### config.mk
export PLATFORM = sky130hd
export DESIGN_NAME = kbd_scanfifo
export DESIGN_NICKNAME = d
export VERILOG_FILES = /design/src/rtl/kbd_scanfifo.sv
export SDC_FILE = /design/constraint.sdc
export NUM_CORES = 1
export LEC_CHECK = 0
export CAP_MARGIN = 20
export CORE_MARGIN = 4
export CORE_UTILIZATION = 60
export DETAILED_ROUTE_END_ITERATION = 8
export PLACE_DENSITY = 0.79
export SYNTH_ARGS = -nofsm -noshare
export SYNTH_HDL_FRONTEND = slang
export SYNTH_SLANG_ARGS = --single-unit
### constraint.sdc
create_clock -name clock -period 4 [get_ports clock]
set_clock_uncertainty 0.15 [all_clocks]
set_input_delay 0.6 -clock clock [delete_from_list [all_inputs] [get_ports clock]]
set_output_delay 0.6 -clock clock [all_outputs]
set_load 0.005 [all_outputs]
### src/rtl/kbd_scanfifo.sv
// PS/2 set-2 scancode folder: collapses E0/F0/E1 prefix runs into single key
// events and queues them in a show-ahead FIFO that the CPU drains with rd.
module kbd_scanfifo #(
  parameter int DEPTH_LOG2 = 4
) (
  input  logic                  clock,
  input  logic                  reset_n,
  input  logic [7:0]            ps2_data,
  input  logic                  ps2_hit,
  input  logic                  rd,
  input  logic                  clr,
  output logic [7:0]            q_code,
  output logic                  q_extended,
  output logic                  q_release,
  output logic                  empty,
  output logic [DEPTH_LOG2:0]   count,
  output logic                  overflow
);

  localparam int CNT_W = DEPTH_LOG2 + 1;
  localparam int DEPTH = 1 << DEPTH_LOG2;
  localparam logic [DEPTH_LOG2-1:0] PTR_ONE = 1;
  localparam logic [CNT_W-1:0]      CNT_ONE = 1;
  localparam logic [CNT_W-1:0]      CNT_FULL = CNT_W'(DEPTH);

  typedef struct packed {
    logic       rel;
    logic       ext;
    logic [7:0] code;
  } ev_t;

  typedef enum logic {IDLE, SKIP} state_e;

  // [0]=s1, [1]=s2, [2]=s3; ps2_hit may be asynchronous to clock
  logic [2:0] hit_pipe_q, hit_pipe_d;
  logic       byte_evt;

  state_e               state_q, state_d;
  logic                 ext_pend_q, ext_pend_d;
  logic                 rel_pend_q, rel_pend_d;
  logic [2:0]           skip_cnt_q, skip_cnt_d;
  logic                 ev_vld;
  ev_t                  ev;

  ev_t                  mem_q [DEPTH];
  logic [DEPTH_LOG2-1:0] wr_ptr_q, wr_ptr_d, rd_ptr_q, rd_ptr_d;
  logic [CNT_W-1:0]     count_q, count_d;
  logic                 overflow_q, overflow_d;
  ev_t                  head_q, head_d;
  logic                 full, pop, push_req, push_ok;

  assign hit_pipe_d = {hit_pipe_q[1:0], ps2_hit};
  assign byte_evt   = hit_pipe_q[1] & ~hit_pipe_q[2];

  always_comb begin
    state_d    = state_q;
    ext_pend_d = ext_pend_q;
    rel_pend_d = rel_pend_q;
    skip_cnt_d = skip_cnt_q;
    ev_vld     = 1'b0;
    ev         = '{rel: rel_pend_q, ext: ext_pend_q, code: ps2_data};
    if (byte_evt) begin
      case (state_q)
        IDLE: begin
          if (ps2_data == 8'hE0) ext_pend_d = 1'b1;
          else if (ps2_data == 8'hF0) rel_pend_d = 1'b1;
          else if (ps2_data == 8'hE1) begin
            state_d    = SKIP;
            skip_cnt_d = 3'd6;
            ext_pend_d = 1'b0;
            rel_pend_d = 1'b0;
          end else if (!(ext_pend_q || rel_pend_q) &&
                       (ps2_data inside {8'h00, 8'hAA, 8'hEE, 8'hFA, 8'hFE, 8'hFF})) begin
            ev_vld = 1'b0;
          end else begin
            ev_vld     = 1'b1;
            ext_pend_d = 1'b0;
            rel_pend_d = 1'b0;
          end
        end
        SKIP: begin
          // Pause is E1 plus seven bytes; the last one becomes the event
          if (skip_cnt_q == 3'd0) begin
            ev_vld  = 1'b1;
            ev      = '{rel: 1'b0, ext: 1'b1, code: 8'hE1};
            state_d = IDLE;
          end else begin
            skip_cnt_d = skip_cnt_q - 3'd1;
          end
        end
        default: state_d = IDLE;
      endcase
    end
    if (clr) begin
      state_d    = IDLE;
      ext_pend_d = 1'b0;
      rel_pend_d = 1'b0;
      skip_cnt_d = 3'd0;
    end
  end

  always_comb begin
    full       = (count_q == CNT_FULL);
    push_req   = ev_vld & ~clr;
    pop        = rd & (count_q != '0) & ~clr;
    push_ok    = push_req & (~full | pop);
    wr_ptr_d   = wr_ptr_q;
    rd_ptr_d   = rd_ptr_q;
    count_d    = count_q;
    overflow_d = overflow_q | (push_req & full & ~pop);
    head_d     = head_q;
    if (push_ok) wr_ptr_d = wr_ptr_q + PTR_ONE;
    if (pop)     rd_ptr_d = rd_ptr_q + PTR_ONE;
    if (push_ok && !pop)      count_d = count_q + CNT_ONE;
    else if (pop && !push_ok) count_d = count_q - CNT_ONE;
    if (clr) begin
      wr_ptr_d   = '0;
      rd_ptr_d   = '0;
      count_d    = '0;
      overflow_d = 1'b0;
    end
    // Head register mirrors mem[rd_ptr]; holds its last value once drained
    if (count_d != '0)
      head_d = (push_ok && rd_ptr_d == wr_ptr_q) ? ev : mem_q[rd_ptr_d];
  end

  always_ff @(posedge clock or negedge reset_n) begin
    if (!reset_n) begin
      hit_pipe_q <= '0;
      state_q    <= IDLE;
      ext_pend_q <= 1'b0;
      rel_pend_q <= 1'b0;
      skip_cnt_q <= '0;
      wr_ptr_q   <= '0;
      rd_ptr_q   <= '0;
      count_q    <= '0;
      overflow_q <= 1'b0;
      head_q     <= '0;
    end else begin
      hit_pipe_q <= hit_pipe_d;
      state_q    <= state_d;
      ext_pend_q <= ext_pend_d;
      rel_pend_q <= rel_pend_d;
      skip_cnt_q <= skip_cnt_d;
      wr_ptr_q   <= wr_ptr_d;
      rd_ptr_q   <= rd_ptr_d;
      count_q    <= count_d;
      overflow_q <= overflow_d;
      head_q     <= head_d;
    end
  end

  always_ff @(posedge clock) begin
    if (push_ok) mem_q[wr_ptr_q] <= ev;
  end

  assign q_code     = head_q.code;
  assign q_extended = head_q.ext;
  assign q_release  = head_q.rel;
  assign empty      = (count_q == '0);
  assign count      = count_q;
  assign overflow   = overflow_q;

endmodule

==> impl_results.md <==
* # setup viols final at 0
* Number of library cell types mapped by synthesis at 45
* Fmax at 264 MHz
* Most common flop cell mapped by yosys: edfxtp_1
* DIE AREA at 0.0154 mm²
* Initial antenna violation count at 1
* Worst skew pair latency at 0.44 ns
* Cell Area, Synth at 0.00809 mm²
* CTS Hold Bufs at 0
* Clock Tree Root: clkbuf_16
* Synthesis-stage register bit count at 193
* Via density at 6.19
* Leak Pwr at 0.00323 µW
* Tot Pwr at 5030 µW
* Status: finished clean
* Pwr dens at 530 mW/mm²
* Buf+Inv Stages, Crit Path at 3
* CTS max path bufs at 2
* RSZ-0062 raised after global routing: no
* Vias in the first global route at around 4600
* # DRC at 0
* WL/cell at 24.1 µm
* Hold Vio Cnt, Final at 0
* Total iterations of the first detailed-routing run at 5
* Num CTS Buffers at 17
* Crit-path cells: inv_1, ha_1, or4b_4, and2_4, xnor2_4, nor2_4, buf_12, buf_12, mux4_2, a22oi_1, nand2_1, mux2_2, mux2_2
* Dpl hpwl at between 10 and 15 mm
* Max-cap violations at 0
* Slowest CP cell: or4b_4
* Setup TNS at 0 ns
* Endpoint class of the critical path: register
* Clk slew on worst S/H paths at 0.07 ns
* Fin crit period at between 3 and 4 ns
* WP data arrival at 3.96 ns
* I/O Buffers at 29
* Core Footprint at 0.0132 mm²
* Crit-path max FO at 14
* Placed instance count at 688
* DR iter-0 viols at ~560
* Period Utilization, post-route at 0.948
* Total global routing overflow at 0
* Normalized max-slew margin at 0.564
* WL final at around 18 mm
* CP peak stage delay at 0.51 ns
* Number of synthesized flops with an enable pin at 160
* Final GP Congestion at 0.863
* Register area share after synthesis at 0.696
* Slew Limit Fails at 0
* Post-synth ARST share at 0.171
* Clock sink total at 193
* Syn Area/Cell at between 15 and 20 µm²
* Post-Syn Instances at 463
* Pin count of the biggest net entering global routing at 43
* Initial core utilization at 0.611
* Hold Path Class: reg -> reg
* Yosys warns at 0
* Post-synth net total at 485
* ANT nets after route at 0
* Antenna diodes at 0
* Family with the most delay on the worst path: multiplexers
* Data required time at the worst endpoint at ~4.2 ns
* Number of top-level pins at 30
* Min Hold Slack at 0.214 ns
* TritonCTS clock tree: yes
* Critical path type: reg -> reg
* Worst IR Drop VDD at 0.228 mV
* DR vias at 4502
* Std-Cell Rows at 42
* Die Span Y at approximately 120 µm
* Fin nets at 560
* Finished Layout Cells at 727
* GR Util All Layers at 0.248
* CTS H-tree lvls at 4
* DIE WIDTH at 124 µm
* Worst-margin pin slew at 0.648 ns
* Layout area overhead at 17.1%
* Share of layout cells above drive strength 1 at 0.274
* First-pass GRT wire length at 26.7 mm
* Worst Setup Start Kind: register
final cells by class:
class | count | area [µm²]
clock buffers | 18 | 429
well taps | 176 | 220
multi-input cells | 238 | 2340
fillers | 826 | 3770
flip-flops and latches | 193 | 5630
inverters | 16 | 60.1
clock inverters | 14 | 130
repair buffers | 72 | 667
metal layers:
| metal | wire [µm] | GRT usage | vias to the layer above | part of all wire |
|---|---|---|---|---|
| met5 | 0 | 0 | - | 0 |
| met4 | 505 | 0.107 | 0 | 0.029 |
| met3 | 1090 | 0.0518 | 34 | 0.062 |
| met2 | 8990 | 0.401 | 184 | 0.51 |
| met1 | 6960 | 0.332 | 2298 | 0.40 |
| li1 | - | - | 1986 | - |
worst paths after layout:
| kind | start | end | slack, ns | depth (start not counted) |
|---|---|---|---|---|
| worst max register to register | count[0] | q_code[3] | 0.21 | 13 |
| min in group asynchronous | reset_n | q_code[3] | 0.44 | 2 |
| worst min register to register | hit_pipe_q[0] | hit_pipe_q[1] | 0.21 | 0 |
| max in group asynchronous | reset_n | wr_ptr_q[2] | 2.96 | 2 |
| worst max-delay path | count[0] | q_code[3] | 0.21 | 13 |
| worst min-delay path | hit_pipe_q[0] | hit_pipe_q[1] | 0.21 | 0 |
synth_stat cells, types with 2 or more instances:
cell type,count,share of area
dfrtp_1,33,0.10
buf_6,4,0.0056
o21ai_0,5,0.0031
or4_1,5,0.0046
or2_2,6,0.0046
and2_1,9,0.0070
nand2_1,16,0.0074
a22oi_1,21,0.019
inv_1,16,0.0074
a21oi_1,8,0.0049
mux4_2,40,0.11
a21o_1,2,0.0019
and3_1,2,0.0015
edfxtp_1,160,0.59
nor3_1,11,0.0068
mux2i_1,5,0.0062
clkbuf_1,8,0.0037
a31oi_1,3,0.0023
nand3b_1,3,0.0028
xnor2_1,8,0.0087
nand3_1,8,0.0049
nand4_1,4,0.0031
nor2_1,26,0.012
ha_1,9,0.014
xor2_1,4,0.0043
mux2_2,20,0.028
buf_2,3,0.0019
and4_1,2,0.0022
nor2b_1,6,0.0046
power breakdown:
group | total [µW] | internal (µW) | switching (µW)
logic | 1110 | 629 | 479
registers | 2310 | 2250 | 62.1
clock network | 1600 | 866 | 738
flip-flops by register name, summed over array words and instances (netlist names):
register / cells
mem_q: 160
q_code: 8
count: 5
rd_ptr_q: 4
wr_ptr_q: 4
hit_pipe_q: 3
skip_cnt_q: 3
ext_pend_q: 1
overflow: 1
q_extended: 1
q_release: 1
rel_pend_q: 1
state_q: 1
repair_timing:
action,CTS,global route
gates cloned,0,0
endpoints found under the setup margin,1,10
buffers inserted,7,0
hold endpoints to repair,0,0
pin swaps,0,0
resized for setup,0,8
worst register-to-register path: stages (launching register included):
cell     delay [ns]
dfrtp_1        0.43
inv_1          0.12
ha_1           0.22
or4b_4         0.51
and2_4         0.22
xnor2_4        0.14
nor2_4         0.15
buf_12         0.18
buf_12         0.14
mux4_2         0.49
a22oi_1        0.22
nand2_1        0.13
mux2_2         0.31
mux2_2         0.28
cells by family (layout without fill, tap and decap cells):
family / after synthesis / after routing / share of synthesized area
flip-flops: 193 / 193 / 0.696
buffers and inverters: 32 / 120 / 0.0195
AO/OA/AOI/OAI: 46 / 46 / 0.0393
adder cells (fa/ha/maj): 9 / 9 / 0.0139
AND/OR/NAND/NOR: 105 / 105 / 0.0696
multiplexers: 65 / 65 / 0.145
XOR/XNOR: 13 / 13 / 0.0164
placed cells by master (no fill, tap or decap), drive strengths merged, types with 8 or more instances in the layout:
cell / n
nand2: 16
nor3: 11
and2: 9
xnor2: 9
inv: 21
nand3: 8
dfrtp: 33
clkbuf: 18
a21oi: 8
a22oi: 21
buf: 43
mux4: 40
nor2: 27
clkdlybuf4s50: 29
ha: 9
edfxtp: 160
mux2: 20
stage by stage:
stage               setup WS (ns)   util  cell area (µm²)
finish                      0.208  0.715             9470
detailed placement         -0.156  0.666             8820
floorplan                   0.522      -             8090
global placement           0.0506  0.666             8820
global route               0.0804  0.715             9470
CTS                        0.0513  0.713             9440
(Power assumes the default switching activity.)
